<file path="src/rtl/day5_pkg.sv">
// Shared constants and state encoding for the day-5 input parser.
package day5_pkg;
    localparam int WIDTH     = 50;
    localparam int NUM_RANGE = 182;
    localparam int NUM_ID    = 1000;
    localparam int RA_W      = 8;
    localparam int IA_W      = 10;

    localparam logic [7:0] CH_0    = 8'h30;
    localparam logic [7:0] CH_9    = 8'h39;
    localparam logic [7:0] CH_DASH = 8'h2D;
    localparam logic [7:0] CH_LF   = 8'h0A;
    localparam logic [7:0] CH_CR   = 8'h0D;

    typedef enum logic [2:0] {
        S_IDLE,
        S_R_LO,
        S_R_HI,
        S_ID,
        S_DONE
    } state_t;
endpackage

</file>
<file path="src/rtl/day_5_dec_acc.sv">
// Decimal accumulator: acc*10 + digit, wrapping modulo 2^WIDTH.
module day_5_dec_acc #(
    parameter int WIDTH = day5_pkg::WIDTH
) (
    input  logic             clk,
    input  logic             rst,
    input  logic             clear,
    input  logic             digit_en,
    input  logic [3:0]       digit,
    output logic [WIDTH-1:0] acc_next,
    output logic [WIDTH-1:0] acc
);
    import day5_pkg::*;

    always_comb begin
        acc_next = acc;
        if (clear) begin
            acc_next = '0;
        end else if (digit_en) begin
            acc_next = (acc << 3) + (acc << 1) + WIDTH'(digit);
        end
    end

    always_ff @(posedge clk or posedge rst) begin
        if (rst) begin
            acc <= '0;
        end else begin
            acc <= acc_next;
        end
    end
endmodule

</file>
<file path="src/rtl/day_5_parser.sv">
// Byte-stream loader: decodes "lo-hi" range lines, a blank separator, then IDs,
// and writes them into the range and ID memories for the check stage.
module day_5_parser #(
    parameter int WIDTH     = day5_pkg::WIDTH,
    parameter int NUM_RANGE = day5_pkg::NUM_RANGE,
    parameter int NUM_ID    = day5_pkg::NUM_ID,
    parameter int RA_W      = day5_pkg::RA_W,
    parameter int IA_W      = day5_pkg::IA_W
) (
    input  logic             clk,
    input  logic             rst,
    input  logic             start,
    input  logic             in_valid,
    output logic             in_ready,
    input  logic [7:0]       in_data,
    input  logic             in_last,
    output logic             range_we,
    output logic [RA_W-1:0]  range_addr,
    output logic [WIDTH-1:0] range_start,
    output logic [WIDTH-1:0] range_end,
    output logic             id_we,
    output logic [IA_W-1:0]  id_addr,
    output logic [WIDTH-1:0] id_value,
    output logic [RA_W-1:0]  num_ranges,
    output logic [IA_W-1:0]  num_ids,
    output logic             done,
    output logic             error
);
    import day5_pkg::*;

    state_t           state, state_next;
    logic             digit_flag;
    logic [WIDTH-1:0] lo, acc, acc_next, wr_val;
    logic             is_digit, is_dash, is_lf, is_cr;
    logic             acc_clr, acc_en, flag_set, flag_clr, lo_load;
    logic             do_range, do_id, bad, clear_all;
    logic             range_full, id_full;

    assign is_digit   = (in_data >= CH_0) && (in_data <= CH_9);
    assign is_dash    = (in_data == CH_DASH);
    assign is_lf      = (in_data == CH_LF);
    assign is_cr      = (in_data == CH_CR);
    assign range_full = (num_ranges == RA_W'(NUM_RANGE));
    assign id_full    = (num_ids == IA_W'(NUM_ID));
    // a flush on a final digit must include that digit
    assign wr_val     = is_digit ? acc_next : acc;

    day_5_dec_acc #(.WIDTH(WIDTH)) u_acc (
        .clk      (clk),
        .rst      (rst),
        .clear    (acc_clr),
        .digit_en (acc_en),
        .digit    (in_data[3:0]),
        .acc_next (acc_next),
        .acc      (acc)
    );

    always_comb begin
        state_next = state;
        in_ready   = 1'b0;
        acc_clr    = 1'b0;
        acc_en     = 1'b0;
        flag_set   = 1'b0;
        flag_clr   = 1'b0;
        lo_load    = 1'b0;
        do_range   = 1'b0;
        do_id      = 1'b0;
        bad        = 1'b0;
        clear_all  = 1'b0;
        case (state)
            S_IDLE, S_DONE: begin
                if (start) begin
                    state_next = S_R_LO;
                    clear_all  = 1'b1;
                    acc_clr    = 1'b1;
                    flag_clr   = 1'b1;
                end
            end
            default: begin
                in_ready = 1'b1;
                if (in_valid) begin
                    if (is_digit) begin
                        acc_en   = 1'b1;
                        flag_set = 1'b1;
                    end else if (is_dash) begin
                        if (state == S_R_LO && digit_flag) begin
                            lo_load    = 1'b1;
                            acc_clr    = 1'b1;
                            flag_clr   = 1'b1;
                            state_next = S_R_HI;
                        end else begin
                            bad = 1'b1;
                        end
                    end else if (is_lf) begin
                        if (state == S_R_LO) begin
                            if (digit_flag) bad = 1'b1;
                            else            state_next = S_ID;
                        end else if (state == S_R_HI) begin
                            if (digit_flag) begin
                                do_range   = 1'b1;
                                acc_clr    = 1'b1;
                                flag_clr   = 1'b1;
                                state_next = S_R_LO;
                            end else begin
                                bad = 1'b1;
                            end
                        end else if (digit_flag) begin
                            do_id    = 1'b1;
                            acc_clr  = 1'b1;
                            flag_clr = 1'b1;
                        end
                    end else if (!is_cr) begin
                        bad = 1'b1;
                    end

                    if (in_last) begin
                        if (is_digit && state == S_R_HI) do_range = 1'b1;
                        if (is_digit && state == S_ID)   do_id    = 1'b1;
                        // a "lo" with no '-' left dangling at end of file
                        if (state == S_R_LO && (is_digit || (is_cr && digit_flag))) bad = 1'b1;
                        state_next = S_DONE;
                    end

                    if (bad) begin
                        do_range   = 1'b0;
                        do_id      = 1'b0;
                        state_next = S_DONE;
                    end
                end
            end
        endcase
    end

    always_ff @(posedge clk or posedge rst) begin
        if (rst) begin
            state       <= S_IDLE;
            digit_flag  <= 1'b0;
            lo          <= '0;
            range_we    <= 1'b0;
            range_addr  <= '0;
            range_start <= '0;
            range_end   <= '0;
            id_we       <= 1'b0;
            id_addr     <= '0;
            id_value    <= '0;
            num_ranges  <= '0;
            num_ids     <= '0;
            done        <= 1'b0;
            error       <= 1'b0;
        end else begin
            state    <= state_next;
            range_we <= 1'b0;
            id_we    <= 1'b0;
            done     <= (state_next == S_DONE);

            if (flag_set)      digit_flag <= 1'b1;
            else if (flag_clr) digit_flag <= 1'b0;

            if (lo_load) lo <= acc;

            if (clear_all) begin
                num_ranges <= '0;
                num_ids    <= '0;
                error      <= 1'b0;
            end

            if (do_range) begin
                if (range_full) begin
                    error <= 1'b1;
                end else begin
                    range_we    <= 1'b1;
                    range_addr  <= num_ranges;
                    range_start <= lo;
                    range_end   <= wr_val;
                    num_ranges  <= num_ranges + 1'b1;
                end
            end

            if (do_id) begin
                if (id_full) begin
                    error <= 1'b1;
                end else begin
                    id_we    <= 1'b1;
                    id_addr  <= num_ids;
                    id_value <= wr_val;
                    num_ids  <= num_ids + 1'b1;
                end
            end

            if (bad) error <= 1'b1;
        end
    end
endmodule
</file>
<file path="config.mk">
export PLATFORM = sky130hd
export DESIGN_NAME = day_5_parser
export DESIGN_NICKNAME = d
export VERILOG_FILES = /design/src/rtl/day5_pkg.sv /design/src/rtl/day_5_dec_acc.sv /design/src/rtl/day_5_parser.sv
export SDC_FILE = /design/constraint.sdc
export NUM_CORES = 1
export LEC_CHECK = 0
export CELL_PAD_IN_SITES_DETAIL_PLACEMENT = 1
export CELL_PAD_IN_SITES_GLOBAL_PLACEMENT = 2
export CORE_ASPECT_RATIO = 0.8
export CORE_MARGIN = 2
export CORE_UTILIZATION = 33
export DETAILED_ROUTE_END_ITERATION = 10
export MAX_ROUTING_LAYER = met4
export PLACE_DENSITY = 0.78
export SETUP_SLACK_MARGIN = 0.02
export SLEW_MARGIN = 20
export SYNTH_ARGS = -nofsm -noshare
export SYNTH_HDL_FRONTEND = slang
export SYNTH_HIERARCHICAL = 1
export SYNTH_SLANG_ARGS = --single-unit
</file>
<file path="constraint.sdc">
create_clock -name clk -period 8.1 [get_ports clk]
set_input_delay 1.215 -clock clk [delete_from_list [all_inputs] [get_ports clk]]
set_output_delay 1.215 -clock clk [all_outputs]
set_load 0.05 [all_outputs]
</file>
==> reports/results.tsv, run 1 <==
stage	metric	value	unit
outcome	status	finished, final reports clean	
clock_network	hold_buf cts	0	
setup_path	maximum fanout along the worst path	4	
die	Chip Height	203.2	um
clock_network	CTS tree	built	
route	antenna-violating nets left	0	
setup_path	most used cell along the critical path	inv_1	
grt	largest net degree at the start of global routing	115	
route	DR pass1 iterations	7	
clock_network	Setup Fix Bufs, Post-CTS	0	
yosys	YS warnings	6	
route	Vias	12190	
power_and_ir_drop	static leakage	9.785	nW
cells_and_area	NumNets Final	1834	
yosys	Post-Syn Area	16360	sq um
setup_path	CP Data Arrival Time	5.58	ns
timing	fmax	193.3	MHz
timing	RSZ-0062 raised after global routing	no	
route	Routed WL	47500	um
die	site row count	72	
die	Initial Util	33.64	%
yosys	ys flop type	dfrtp_1	
clock_network	Clock Sink Count	294	
die	IO Count	204	
route	DRC violations left	0	
place	DP Wirelength	32800	um
setup_path	CP Data Required Time	8.51	ns
yosys	area leader, netlist	dfrtp_1	
timing	crit path time final	5.172	ns
clock_network	CTS buffer count	36	
timing	worst rel slew slack	26.32	%
clock_network	post-CTS resize count	0	
setup_path	crit path cell chain	clkdlybuf4s50_1 -> inv_1 -> fa_1 -> inv_1 -> ha_1 -> a211oi_1 -> o21a_1 -> nor2_1 -> a311oi_1 -> o21bai_1 -> a22o_1 -> o41ai_1 -> xor2_1 -> o21ai_0 -> mux2_2 -> mux2_4	
yosys	Yosys reg bits	294	
clock_network	worst skew pair latency	0.55	ns
yosys	Synth area leaders	dfrtp_1 (45%), mux2_4 (9.4%), ha_1 (7.5%)	
setup_path	Setup CP Type	input pin to flip-flop	
clock_network	clock root cell	clkbuf_16	
route	wire per inst	19.99	um
die	CORE AREA	48650	sq um
setup_path	CP bufs+invs	3	
yosys	Yosys cell types	89	
timing	final count of pins violating max slew	0	
yosys	count leader, synth	dfrtp_1	
timing	endpoints failing setup	0	
place	DP Cell Count	2312	
yosys	EDFF count, synth	0	
setup_path	CP Capture Type	flip-flop	
yosys	most frequent cells after synthesis	dfrtp_1 (294), nand2_1 (228), nor2_1 (212)	
timing	hold slack final	0.4647	ns
grt	grt ovf	0	
cells_and_area	Core Util, Final	40.94	%
grt	antenna violations before repair	1	
route	Via-to-Cell Ratio	5.132	
setup_path	crit-path leading delay family	compound AO/OA/AOI/OAI gates	
grt	GR Util All Layers	19.39	%
timing	worst-margin pin slew	1.105	ns
timing	period utilization	63.85	%
yosys	Syn Nets	1662	
cells_and_area	Finished Layout Cells	2376	
cells_and_area	share of post-route cells with drive strength above 1	14.95	%
grt	vias in the first global route	13230	
setup_path	Worst setup SP type	input pin	
clock_network	Max Root-Sink Buffers	3	
clock_network	H-tree depth	2	
power_and_ir_drop	VDD IR max	0.1055	mV
yosys	cells after synthesis	1549	
timing	Setup Skew	0.02819	ns
min_path	hold crit path type	flip-flop to flip-flop	
power_and_ir_drop	PD cells	162.7	nW/um^2
clock_network	clk slew on worst S/H paths	0.06	ns
setup_path	Critical Path Max Stage Delay	0.55	ns
setup_path	slowest cell on the critical path	a311oi_1	
cells_and_area	Layout area overhead	21.69	%
grt	first-pass GRT wire length	76760	um
die	die extent in x	253.0	um
yosys	Seq/Total Area, Yosys	44.96	%
timing	total negative setup slack	0	ns
timing	Fin. Hold Viols	0	
yosys	Synth top area share	44.96	%
run	Max Cap Viol	0	
route	first-iteration detailed-routing DRC count	571	
yosys	syn avg cell area	10.56	sq um
place	Port Buffers	203	
place	Final GP Congestion	0.8773	
yosys	Post-synth ARST share	100.0	%
die	die footprint	51400	sq um
==> sequential cells by signal (all words and copies together), names as in the netlist <==
register	count
digit_flag	1
range_start	50
done	1
range_addr	8
lo	50
error	1
state	3
range_end	50
num_ranges	8
u_acc/acc	50
id_we	1
range_we	1
id_value	50
id_addr	10
num_ids	10
==> final timing paths <==
kind                                start               to  slack [ns]  cells after the start
setup reg to reg             u_acc/acc[0]     id_value[21]        3.65                     15
hold / removal             range_start[0]   range_start[0]        0.46                      2
hold reg to reg            range_start[0]   range_start[0]        0.46                      2
min in group asynchronous             rst    num_ranges[6]        1.29                      2
max in group asynchronous             rst  range_start[15]        5.27                      3
setup / recovery               in_data[3]     id_value[21]        2.93                     16
==> cell type report <==
cell class	count	area [sq um]
fill	5322	28730
multi-input combinational	1142	8310
sequential	294	7357
timing repair buffer	215	2122
clock buffer	47	1023
tap	629	787.0
clock inverter	16	173.9
inverter	32	137.6
antenna	1	2.502
==> where the power goes <==
| group | leakage (nW) | switching (mW) | internal (mW) |
|---|---|---|---|
| combinational | 5.10 | 0.0837 | 0.0281 |
| sequential | 4.10 | 0.00793 | 1.47 |
| clock | 0.587 | 0.659 | 0.988 |
==> tightest hold or removal path, stage by stage, from the launching register on <==
cell and delay (ns):
dfrtp_1 0.34, nand2_1 0.05, nand2_1 0.05
==> metal layers <==
layer  share of wire [%]  routed length [um]  GRT usage (%)  up-vias
li1                    -                   -              -     5738
met1                  51               24250          27.89     6185
met2                  43               20650          28.68      216
met3                 3.8                1825          3.114       54
met4                 1.6                 775          4.332        0
met5                   0                   0              -        -
==> per-stage QoR <==
| stage | power [mW] | instance area, sq um | setup slack, ns |
|---|---|---|---|
| detailed placement | 1.623 | 18710 | 2.463 |
| global route | 3.373 | 19910 | 2.692 |
| CTS | 3.304 | 19910 | 3.027 |
| finish | 3.241 | 19910 | 2.928 |
| floorplan | 1.580 | 16360 | 0.1835 |
| global placement | 1.620 | 18710 | 2.551 |
==> placed cells by master (no fill, tap or decap), drive strengths merged, types with 9 or more instances in the layout <==
master / count
inv: 34
dfrtp: 294
a31oi: 9
nor2: 212
o211ai: 10
ha: 98
xnor2: 29
mux2i: 36
mux2: 161
o21bai: 14
nand2: 229
a21o: 29
nand4: 18
o21a: 11
nand3: 27
and2: 9
clkdlybuf4s50: 203
a21oi: 62
xor2: 12
buf: 12
nor3: 10
clkbuf: 47
a211oi: 10
o21ai: 55
==> cells by family (layout without fill, tap and decap cells) <==
kind of cell	count (synthesis)	count (layout)	share of synthesized area [%]
AND/OR/NAND/NOR	559	559	15.12
other	0	1	0
multiplexers	197	197	15.62
flip-flops	294	294	44.96
XOR/XNOR	41	41	2.194
adder cells (fa/ha/maj)	101	101	7.799
AO/OA/AOI/OAI	244	244	9.879
buffers and inverters	113	310	4.435
(Power assumes the default switching activity.)
==> inputs of run 2 (changes only) <==
==> constraint.sdc (replaced) <==
create_clock -name clk -period 4.23 [get_ports clk]
set_input_delay 0.6345 -clock clk [delete_from_list [all_inputs] [get_ports clk]]
set_output_delay 0.6345 -clock clk [all_outputs]
set_load 0.05 [all_outputs]
==> run 2 against run 1 <==
Net effect: critical path type is now flip-flop to flip-flop; combinational power is 100% higher; register-to-register slack worse by 3.4 ns; largest power group unchanged; power is 91% higher; highest routed layer unchanged.
==> reports/results.tsv, run 2 (same netlist as run 1, synthesis figures left out) <==
stage	metric	value	unit	change
clock_network	clk slew on worst S/H paths	0.06	ns	about the same
clock_network	worst skew pair latency	0.54	ns	was 0.55 ns
route	antenna-violating nets left	0		unchanged
cells_and_area	NumNets Final	1869		was 1834
power_and_ir_drop	total power	6.187	mW	was 3.241 mW
grt	grt ovf	0		unchanged
clock_network	Max Root-Sink Buffers	3		unchanged
setup_path	CP Data Required Time	4.66	ns	was 8.51 ns
cells_and_area	Core Util, Final	41.64	%	was 40.94%
grt	GR Util All Layers	19.29	%	was 19.39%
timing	worst-margin pin slew	1.109	ns	was 1.105 ns
setup_path	Worst R2R Path Depth	13		was 15
power_and_ir_drop	PD cells	305.4	nW/um^2	was 162.7 nW/um^2
die	site row count	72		unchanged
die	IO Count	204		unchanged
timing	fmax	249.5	MHz	
clock_network	H-tree depth	2		unchanged
grt	first-pass GRT wire length	76380	um	was 76760 um
route	Vias	12410		was 12190
setup_path	FF-to-FF End	id_value[34]		was id_value[21]
setup_path	Worst setup SP type	flip-flop		was input pin
die	die footprint	51400	sq um	unchanged
route	first-iteration detailed-routing DRC count	555		was 571
place	Port Buffers	203		unchanged
place	Final GP Congestion	0.8683		was 0.8773
timing	Fin. Hold Viols	0		unchanged
cells_and_area	Fillers	5328		was 5322
route	wire per inst	19.84	um	was 19.99 um
cells_and_area	commonest cells after routing, fill and taps aside	dfrtp_1 (294), nand2_1 (227), nor2_1 (210)		was dfrtp_1 (294), nand2_1 (227), nor2_1 (211)
setup_path	Critical Path Sink	id_value[34]		was id_value[21]
cells_and_area	ant diodes	0		was 1
setup_path	CP Data Arrival Time	4.43	ns	was 5.58 ns
cells_and_area	Finished Layout Cells	2407		was 2376
route	DR pass1 iterations	4		was 7
place	pre-CTS setup slack	-0.6389	ns	was 2.463 ns
run	Max Cap Viol	0		unchanged
die	Initial Util	33.64	%	unchanged
die	CORE AREA	48650	sq um	unchanged
timing	endpoints failing setup	0		unchanged
timing	worst rel slew slack	26.04	%	was 26.32%
clock_network	Clock Sink Count	294		unchanged
clock_network	CTS tree	built		unchanged
place	DP Cell Count	2348		was 2312
setup_path	Setup CP Type	flip-flop to flip-flop		was input pin to flip-flop
cells_and_area	Layout area overhead	23.79	%	was 21.69%
cells_and_area	sequential cell area	7357	sq um	unchanged
grt	vias in the first global route	13170		was 13230
cells_and_area	most common cell after layout, fill and taps aside	dfrtp_1		unchanged
cells_and_area	share of post-route cells with drive strength above 1	16.99	%	was 14.95%
route	Via-to-Cell Ratio	5.155		was 5.132
timing	final worst slack	0.2212	ns	was 2.928 ns
die	Chip Height	203.2	um	unchanged
route	DRC violations left	0		unchanged
setup_path	worst setup path start	u_acc/acc[10]		was in_data[3]
power_and_ir_drop	static leakage	10.01	nW	was 9.785 nW
setup_path	maximum fanout along the worst path	7		was 4
timing	Setup Skew	0.01589	ns	was 0.02819 ns
timing	crit path time final	4.009	ns	
clock_network	clock root cell	clkbuf_16		unchanged
grt	largest net degree at the start of global routing	68		was 115
die	die extent in x	253.0	um	unchanged
power_and_ir_drop	VDD IR max	0.2014	mV	was 0.1055 mV
min_path	hold crit path type	flip-flop to flip-flop		unchanged
grt	antenna violations before repair	0		was 1
outcome	status	finished, final reports clean		unchanged
timing	period utilization	94.77	%	
timing	RSZ-0062 raised after global routing	no		unchanged
timing	final count of pins violating max slew	0		unchanged
setup_path	r2r setup slk	0.22	ns	was 3.65 ns
cells_and_area	Multi-input gate area	8352	sq um	was 8310 sq um
setup_path	FF-to-FF Start	u_acc/acc[10]		was u_acc/acc[0]
route	Routed WL	47750	um	was 47500 um
place	DP Wirelength	34110	um	was 32800 um
clock_network	CTS buffer count	35		was 36
setup_path	CP Capture Type	flip-flop		unchanged
-- run 2: metal layers --
metal | track usage (%) | vias up | share of wire [%]
met5 | - | - | 0
met4 | 5.030 | 0 | 1.9
met3 | 2.642 | 52 | 3.8
met2 | 28.30 | 217 | 44
met1 | 27.94 | 6323 | 51
li1 | - | 5816 | -
-- run 2: area by class of cell --
| cell class | count | share of cell area, % |
|---|---|---|
| flip-flops and latches | 294 | 36.32 |
| inverters | 32 | 0.6609 |
| clock buffers | 47 | 5.102 |
| multi-input cells | 1142 | 41.23 |
| repair buffers | 251 | 12.08 |
| well taps | 629 | 3.885 |
| clock inverters | 12 | 0.7227 |
-- run 2: metrics by stage --
stage / TNS (ns) / instance area, sq um / hold WS, ns
after floorplan: 0 / 16370 / 0.4402
after global placement: -22.93 / 19030 / 0.4512
after detailed placement: -26.87 / 19030 / 0.4573
after CTS: 0 / 20230 / 0.4712
after global routing: 0 / 20260 / 0.4952
final: 0 / 20260 / 0.4650
-- run 2: what timing repair did --
item | in CTS | in global routing
endpoints found under the setup margin | 10 | 42
resized for setup | 6 | 9
hold buffers | 0 | 0
pin swaps | 1 | 2
buffers inserted | 0 | 0
-- run 2: critical path: stages (launching register included) --
cell and delay [ns]:
dfrtp_1 0.44, ha_1 0.34, ha_1 0.41, a21oi_1 0.34
a21boi_0 0.18, a211oi_1 0.39, a31oi_1 0.17, o21ai_1 0.20
a21boi_0 0.20, o21ai_0 0.26, a2111oi_0 0.14, a211o_1 0.30
mux2_2 0.27, mux2_4 0.25
-- run 2: worst min path at each step --
stage	start	end	slack, ns	cells after the start
after detailed placement	range_start[1]	range_start[1]	0.46	2
after global placement	range_addr[4]	range_addr[4]	0.45	2
after floorplan	lo[48]	range_start[48]	0.44	2
after global routing	range_start[42]	range_start[42]	0.50	2
final	range_addr[4]	range_addr[4]	0.47	2
after CTS	range_start[1]	range_start[1]	0.47	2
-- run 2: where the power goes --
group / internal [mW] / switching [mW] / total (mW)
registers: 2.82 / 0.0164 / 2.84
logic: 0.0631 / 0.160 / 0.224
clock network: 1.89 / 1.23 / 3.12
total: 4.78 / 1.41 / 6.19
